<file path="config.mk">
export PLATFORM = sky130hd
export DESIGN_NAME = seq_mult_scan_display
export DESIGN_NICKNAME = d
export VERILOG_FILES = /design/src/rtl/seq_mult_pkg.sv /design/src/rtl/seq_mult_scan_display_seg7_scan.sv /design/src/rtl/seq_mult_scan_display.sv
export SDC_FILE = /design/constraint.sdc
export NUM_CORES = 1
export LEC_CHECK = 0
export CAP_MARGIN = 20
export CORE_MARGIN = 5
export CORE_UTILIZATION = 50
export CTS_CLUSTER_SIZE = 25
export DETAILED_ROUTE_END_ITERATION = 8
export PLACE_DENSITY = 0.81
export SLEW_MARGIN = 15
export SYNTH_ARGS = -nofsm -noshare
export SYNTH_HDL_FRONTEND = slang
export SYNTH_SLANG_ARGS = --single-unit
export TNS_END_PERCENT = 1
</file>
<file path="constraint.sdc">
create_clock -name clk -period 2.3 [get_ports clk]
set_input_delay 0.69 -clock clk [delete_from_list [all_inputs] [get_ports clk]]
set_output_delay 0.69 -clock clk [all_outputs]
set_load 0.005 [all_outputs]
</file>
<file path="src/rtl/seq_mult_pkg.sv">
// Shared types and constants for the sequential multiplier with scanned hex display.
// Segment vectors are {g,f,e,d,c,b,a}, active-low.
package seq_mult_pkg;

    typedef enum logic [1:0] {
        IDLE = 2'd0,
        RUN  = 2'd1,
        DONE = 2'd2
    } state_t;

    localparam logic [6:0] SEG_DASH  = 7'b0111111;
    localparam logic [6:0] SEG_BLANK = 7'b1111111;

    // Lowercase b and d keep them distinct from 8 and 0.
    localparam logic [6:0] HEX_SEG [0:15] = '{
        7'b1000000, 7'b1111001, 7'b0100100, 7'b0110000,
        7'b0011001, 7'b0010010, 7'b0000010, 7'b1111000,
        7'b0000000, 7'b0010000, 7'b0001000, 7'b0000011,
        7'b1000110, 7'b0100001, 7'b0000110, 7'b0001110
    };

    function automatic logic [6:0] hex_to_seg(input logic [3:0] nibble);
        return HEX_SEG[nibble];
    endfunction

endpackage

</file>
<file path="src/rtl/seq_mult_scan_display_seg7_scan.sv">
// Time-multiplexed 7-segment driver: one digit lit per refresh period, product
// digits replaced by a dash while a multiply is running.
module seg7_scan
    import seq_mult_pkg::*;
#(
    parameter int W            = 4,
    parameter int REFRESH_BITS = 16
) (
    input  logic           clk,
    input  logic           clr,
    input  logic           busy,
    input  logic [4*W-1:0] value,
    output logic [W-1:0]   an,
    output logic [6:0]     ca
);

    localparam int IDX_W       = $clog2(W);
    localparam int PROD_DIGITS = W / 2;

    logic [REFRESH_BITS-1:0] cnt_reg;
    logic [IDX_W-1:0]        idx_reg;
    logic [IDX_W-1:0]        idx_next;
    logic [W-1:0]            an_reg;
    logic [W-1:0]            an_next;
    logic [6:0]              ca_reg;
    logic [6:0]              ca_next;
    logic [3:0]              digit [W];
    logic [3:0]              nibble;

    generate
        for (genvar gi = 0; gi < W; gi++) begin : g_digit
            assign digit[gi]   = value[4*gi +: 4];
            assign an_next[gi] = (idx_reg != IDX_W'(gi));
        end
    endgenerate

    always_comb begin
        idx_next = idx_reg;
        if (&cnt_reg) begin
            idx_next = (idx_reg == IDX_W'(W - 1)) ? '0 : idx_reg + 1'b1;
        end
        nibble  = digit[idx_reg];
        ca_next = hex_to_seg(nibble);
        if (busy && (idx_reg < IDX_W'(PROD_DIGITS))) begin
            ca_next = SEG_DASH;
        end
    end

    // Outputs are registered so the pins never see a combinational path from a, b or p.
    always_ff @(posedge clk or negedge clr) begin
        if (!clr) begin
            cnt_reg <= '0;
            idx_reg <= '0;
            an_reg  <= '1;
            ca_reg  <= SEG_BLANK;
        end else begin
            cnt_reg <= cnt_reg + 1'b1;
            idx_reg <= idx_next;
            an_reg  <= an_next;
            ca_reg  <= ca_next;
        end
    end

    assign an = an_reg;
    assign ca = ca_reg;

endmodule

</file>
<file path="src/rtl/seq_mult_scan_display.sv">
// Shift-add sequential multiplier (unsigned or two's-complement) whose operands
// and product are shown on a scanned W-digit hex display.
module seq_mult_scan_display
    import seq_mult_pkg::*;
#(
    parameter int W            = 4,
    parameter int REFRESH_BITS = 16
) (
    input  logic           clk,
    input  logic           clr,
    input  logic           start,
    input  logic           sgn,
    input  logic [W-1:0]   a,
    input  logic [W-1:0]   b,
    output logic [2*W-1:0] p,
    output logic           busy,
    output logic           done,
    output logic [W-1:0]   an,
    output logic [6:0]     ca
);

    localparam int CNT_W = $clog2(W);

    state_t           state_reg;
    state_t           state_next;
    logic [2*W-1:0]   acc_reg;
    logic [2*W-1:0]   mcand_reg;
    logic [W-1:0]     mplier_reg;
    logic             neg_reg;
    logic [CNT_W-1:0] cnt_reg;
    logic [2*W-1:0]   p_reg;
    logic             done_reg;
    logic [W-1:0]     mag_a;
    logic [W-1:0]     mag_b;
    logic [2*W-1:0]   p_next;

    always_comb begin
        mag_a = a;
        mag_b = b;
        if (sgn && a[W-1]) begin
            mag_a = ~a + 1'b1;
        end
        if (sgn && b[W-1]) begin
            mag_b = ~b + 1'b1;
        end
    end

    // The magnitude of -2^(W-1) still fits in W unsigned bits, so the
    // 2W-bit accumulator holds every product exactly.
    assign p_next = neg_reg ? (~acc_reg + 1'b1) : acc_reg;

    always_comb begin
        state_next = state_reg;
        case (state_reg)
            IDLE:    if (start) state_next = RUN;
            RUN:     if (cnt_reg == CNT_W'(W - 1)) state_next = DONE;
            DONE:    state_next = IDLE;
            default: state_next = IDLE;
        endcase
    end

    always_ff @(posedge clk or negedge clr) begin
        if (!clr) begin
            state_reg <= IDLE;
        end else begin
            state_reg <= state_next;
        end
    end

    always_ff @(posedge clk or negedge clr) begin
        if (!clr) begin
            acc_reg    <= '0;
            mcand_reg  <= '0;
            mplier_reg <= '0;
            neg_reg    <= 1'b0;
            cnt_reg    <= '0;
            p_reg      <= '0;
            done_reg   <= 1'b0;
        end else begin
            done_reg <= 1'b0;
            case (state_reg)
                IDLE: begin
                    if (start) begin
                        acc_reg    <= '0;
                        mcand_reg  <= {{W{1'b0}}, mag_a};
                        mplier_reg <= mag_b;
                        neg_reg    <= sgn && (a[W-1] ^ b[W-1]);
                        cnt_reg    <= '0;
                    end
                end
                RUN: begin
                    if (mplier_reg[0]) begin
                        acc_reg <= acc_reg + mcand_reg;
                    end
                    mcand_reg  <= mcand_reg << 1;
                    mplier_reg <= mplier_reg >> 1;
                    cnt_reg    <= cnt_reg + 1'b1;
                end
                DONE: begin
                    p_reg    <= p_next;
                    done_reg <= 1'b1;
                end
                default: ;
            endcase
        end
    end

    assign p    = p_reg;
    assign done = done_reg;
    assign busy = (state_reg == RUN);

    seg7_scan #(
        .W            (W),
        .REFRESH_BITS (REFRESH_BITS)
    ) u_scan (
        .clk   (clk),
        .clr   (clr),
        .busy  (busy),
        .value ({a, b, p_reg}),
        .an    (an),
        .ca    (ca)
    );

endmodule

</file>
==> results.md <==
- Critical path depth in cells: 4
- Final worst slack: 0.0796 ns
- Clock Path Buffers: 2
- First-pass GRT wire length: roughly 13 mm
- Met1 Use GR: 0.227
- DR vias: roughly 2,600
- Top post-synthesis cells by area: dfrtp_1 (39%), dfstp_2 (8.7%), ha_1 (8.3%)
- Max Clk Rate: 450 MHz
- Flops & latches, synth: 63
- Final min period: ~2.2 ns
- Hold Crit Class: input port to asynchronous set/reset pin
- DP HPWL: approximately 5.7 mm
- Clk root buf: clkbuf_8
- Worst reg2reg path depth: 6
- Core ar.: ~6400 um^2
- DRT Pass-1 Iters: 4
- Port buffer count: 32
- Setup TNS: 0 ns
- Register area share after synthesis: 0.478
- Reg2Reg Launch Point: acc_reg[2]
- GRT overflow: 0
- TritonCTS buffer count: 9
- Number of remaining DRC errors: 0
- Worst rel slew slack: 0.685
- Post-synthesis mux area share: 0.0452
- Top cell type's share of synthesized area: 0.391
- Crit-path slowest cell: clkdlybuf4s50_1
- Xor/xnor share of the synthesized area: 0.0738
- Full die area: approximately 8400 um^2
- Layout cells sized above 1: 0.171
- Crit Path Class: flip-flop to output port
- Final Skew: approximately 0.0087 ns
- Most common cell in the netlist: dfrtp_1
- Clock sinks: 63
- Biggest cell delay along the critical path: slightly below 0.5 ns
- Post-Syn Nets: 353
- Top cells by count, synth: dfrtp_1 (52), nand2_1 (38), inv_1 (24)
- GR Util met2: 0.330
- Async SR Flop Fraction: 1.00
- Vias in the first global route: approximately 2,600
- Std cell rows: 29
- Adder-cell share of the synthesized area: 0.0888
- DIE WIDTH: about 92 um
- Busiest grt layer: met2
- Global Route Usage Sum: 0.191
- Worst Setup SP: state_reg[1]
- Vias per cell: about 5.6
- Initial antenna violation count: 0
- IR drop worst, VDD: roughly 0.77 mV
- I/O Pins: 33
- Area Overhead vs Synth: 22.9%
- Largest family of logic cells by synthesized area: compound AO/OA/AOI/OAI gates
- Leakage: between 1.5 and 2 nW
- Tightest Pin Transition: around 0.47 ns
- EDFF count, synth: 0
- Iteration-0 DRC count of the detailed router: between 100 and 150
- CP arrival: roughly 1.5 ns
- CTS tree: built
- Final period util: 0.965
- Pwr dens: ~1200 nW/um^2
- WP buf/inv: 3
- Crit path launch type: flip-flop
- DIE HEIGHT: 91.5 um
- Pre-CTS setup slack: -0.250 ns
- Cells after Synth: between 300 and 400
- Final RePlAce weighted congestion: roughly 0.93
- Routed Antenna Nets: 0
- Ordered cell list for the critical path: clkinv_4 > nand2_2 > clkinv_1 > clkdlybuf4s50_1
- Worst hold slack: about 0.28 ns
- Drt wl/cell: 16.3 um
- Final hold vios: 0
- Initial Util: 0.518
- Max-Cap Viols: 0
- Syn avg cell area: ~10 um^2
- Reg2reg setup slack: around 0.23 ns
- Worst-path fanout max: 10
- Insertion delay to the later sink of the worst-skew pair: 0.35 ns
- Commonest register cell after synthesis: dfrtp_1
- Post-CTS Setup Inserts: 0
- Synthesis Warnings: 0
- Outcome: completed
- Post-Layout Cell Count: 462
- Hold Buf Count CTS: 0
- CTS H-tree depth: 3
- FF-to-FF End: acc_reg[7]
- Crit path required time: between 1.5 and 2 ns
- WL final: between 7 and 8 mm
- Largest net degree at the start of global routing: 30
- Post-synthesis cell area: ~3300 um^2
- CP delay by family, top: buffers and inverters
- Distinct cell type count after synthesis: 51
- Post-synth top area cell: dfrtp_1
- Post-synthesis compound-gate area fraction: 0.163
- Clk slew on worst S/H paths: 0.08 ns
- Number of diodes: 0
- Placed insts: around 450
- RSZ-0062 raised after global routing: false
- Met3 Usage GRT: 0.0504
- Simple-gate portion of the synthesized area: 0.110
- Final net count: between 400 and 500
- CP Capture Type: output port
- Final setup violation count: 0
- Fin. max-slew vios: 0
- Max reg flops: 16
- Setup crit end: busy
==> logic make-up after synthesis <==
logic type / Yosys count
xor gates and xnor gates: 28
buffers and inverters: 33
AOI/OAI and AO/OA: 82
muxes: 9
and+or+nand+nor: 80
adders and majority gates: 23
DFF: 63
==> per-layer routing <==
layer / up-vias / share of wire
met5: - / 0
met1: 1265 / 0.41
met4: 0 / 0.029
met2: 64 / 0.52
li1: 1240 / -
met3: 20 / 0.042
==> repair_timing <==
item	in CTS	in global routing
hold endpoints to repair	0	0
endpoints found under the setup margin	1	2
gates resized for setup	1	4
gates cloned	0	0
==> placed cells by master (no fill, tap or decap), types with 4 or more instances in the layout <==
cell type        count
dfrtp_1             51
nand2_1             38
clkdlybuf4s50_1     31
buf_4               25
inv_1               24
ha_1                22
o21ai_0             21
xnor2_1             16
nor2_1              14
a21oi_1             14
nand3_1             13
xor2_1              12
o22ai_1             11
dfstp_2             11
clkbuf_8            10
a22o_1               7
o31ai_1              5
mux4_2               4
==> how the worst min path moves through the flow <==
| stage | start | end | slack (ns) | cells after the start |
|---|---|---|---|---|
| after floorplan | clr | acc_reg[0] | 0.39 | 0 |
| after global placement | u_scan.cnt_reg[0] | u_scan.cnt_reg[0] | 0.44 | 1 |
| after detailed placement | u_scan.cnt_reg[0] | u_scan.cnt_reg[0] | 0.44 | 1 |
| after CTS | clr | u_scan.cnt_reg[10] | 0.28 | 1 |
| after global routing | clr | u_scan.cnt_reg[12] | 0.31 | 1 |
| final | clr | u_scan.cnt_reg[10] | 0.28 | 1 |
==> cell type report <==
type                    count  area, um^2
repair buffers             58         523
flip-flops and latches     63        1590
multi-input cells         222        1590
fillers                   518        2340
clock buffers              10         138
clock inverters             6        45.0
inverters                  26         103
well taps                  77        96.3
==> report_power, final <==
group | internal [W] | leakage [nW] | switching (W)
combinational | 0.00114 | 1.01 | 0.00112
sequential | 0.00146 | 0.783 | 0.000323
clock | 0.000423 | 0.0849 | 0.000470
==> per-stage QoR <==
step / util / area [um^2] / total power [W]
floorplan: - / 3320 / 0.00312
global placement: 0.608 / 3910 / 0.00392
detailed placement: 0.608 / 3910 / 0.00403
CTS: 0.637 / 4090 / 0.00495
global route: 0.636 / 4090 / 0.00529
finish: 0.636 / 4090 / 0.00494
Note: power is estimated with default switching activity, not from simulation.
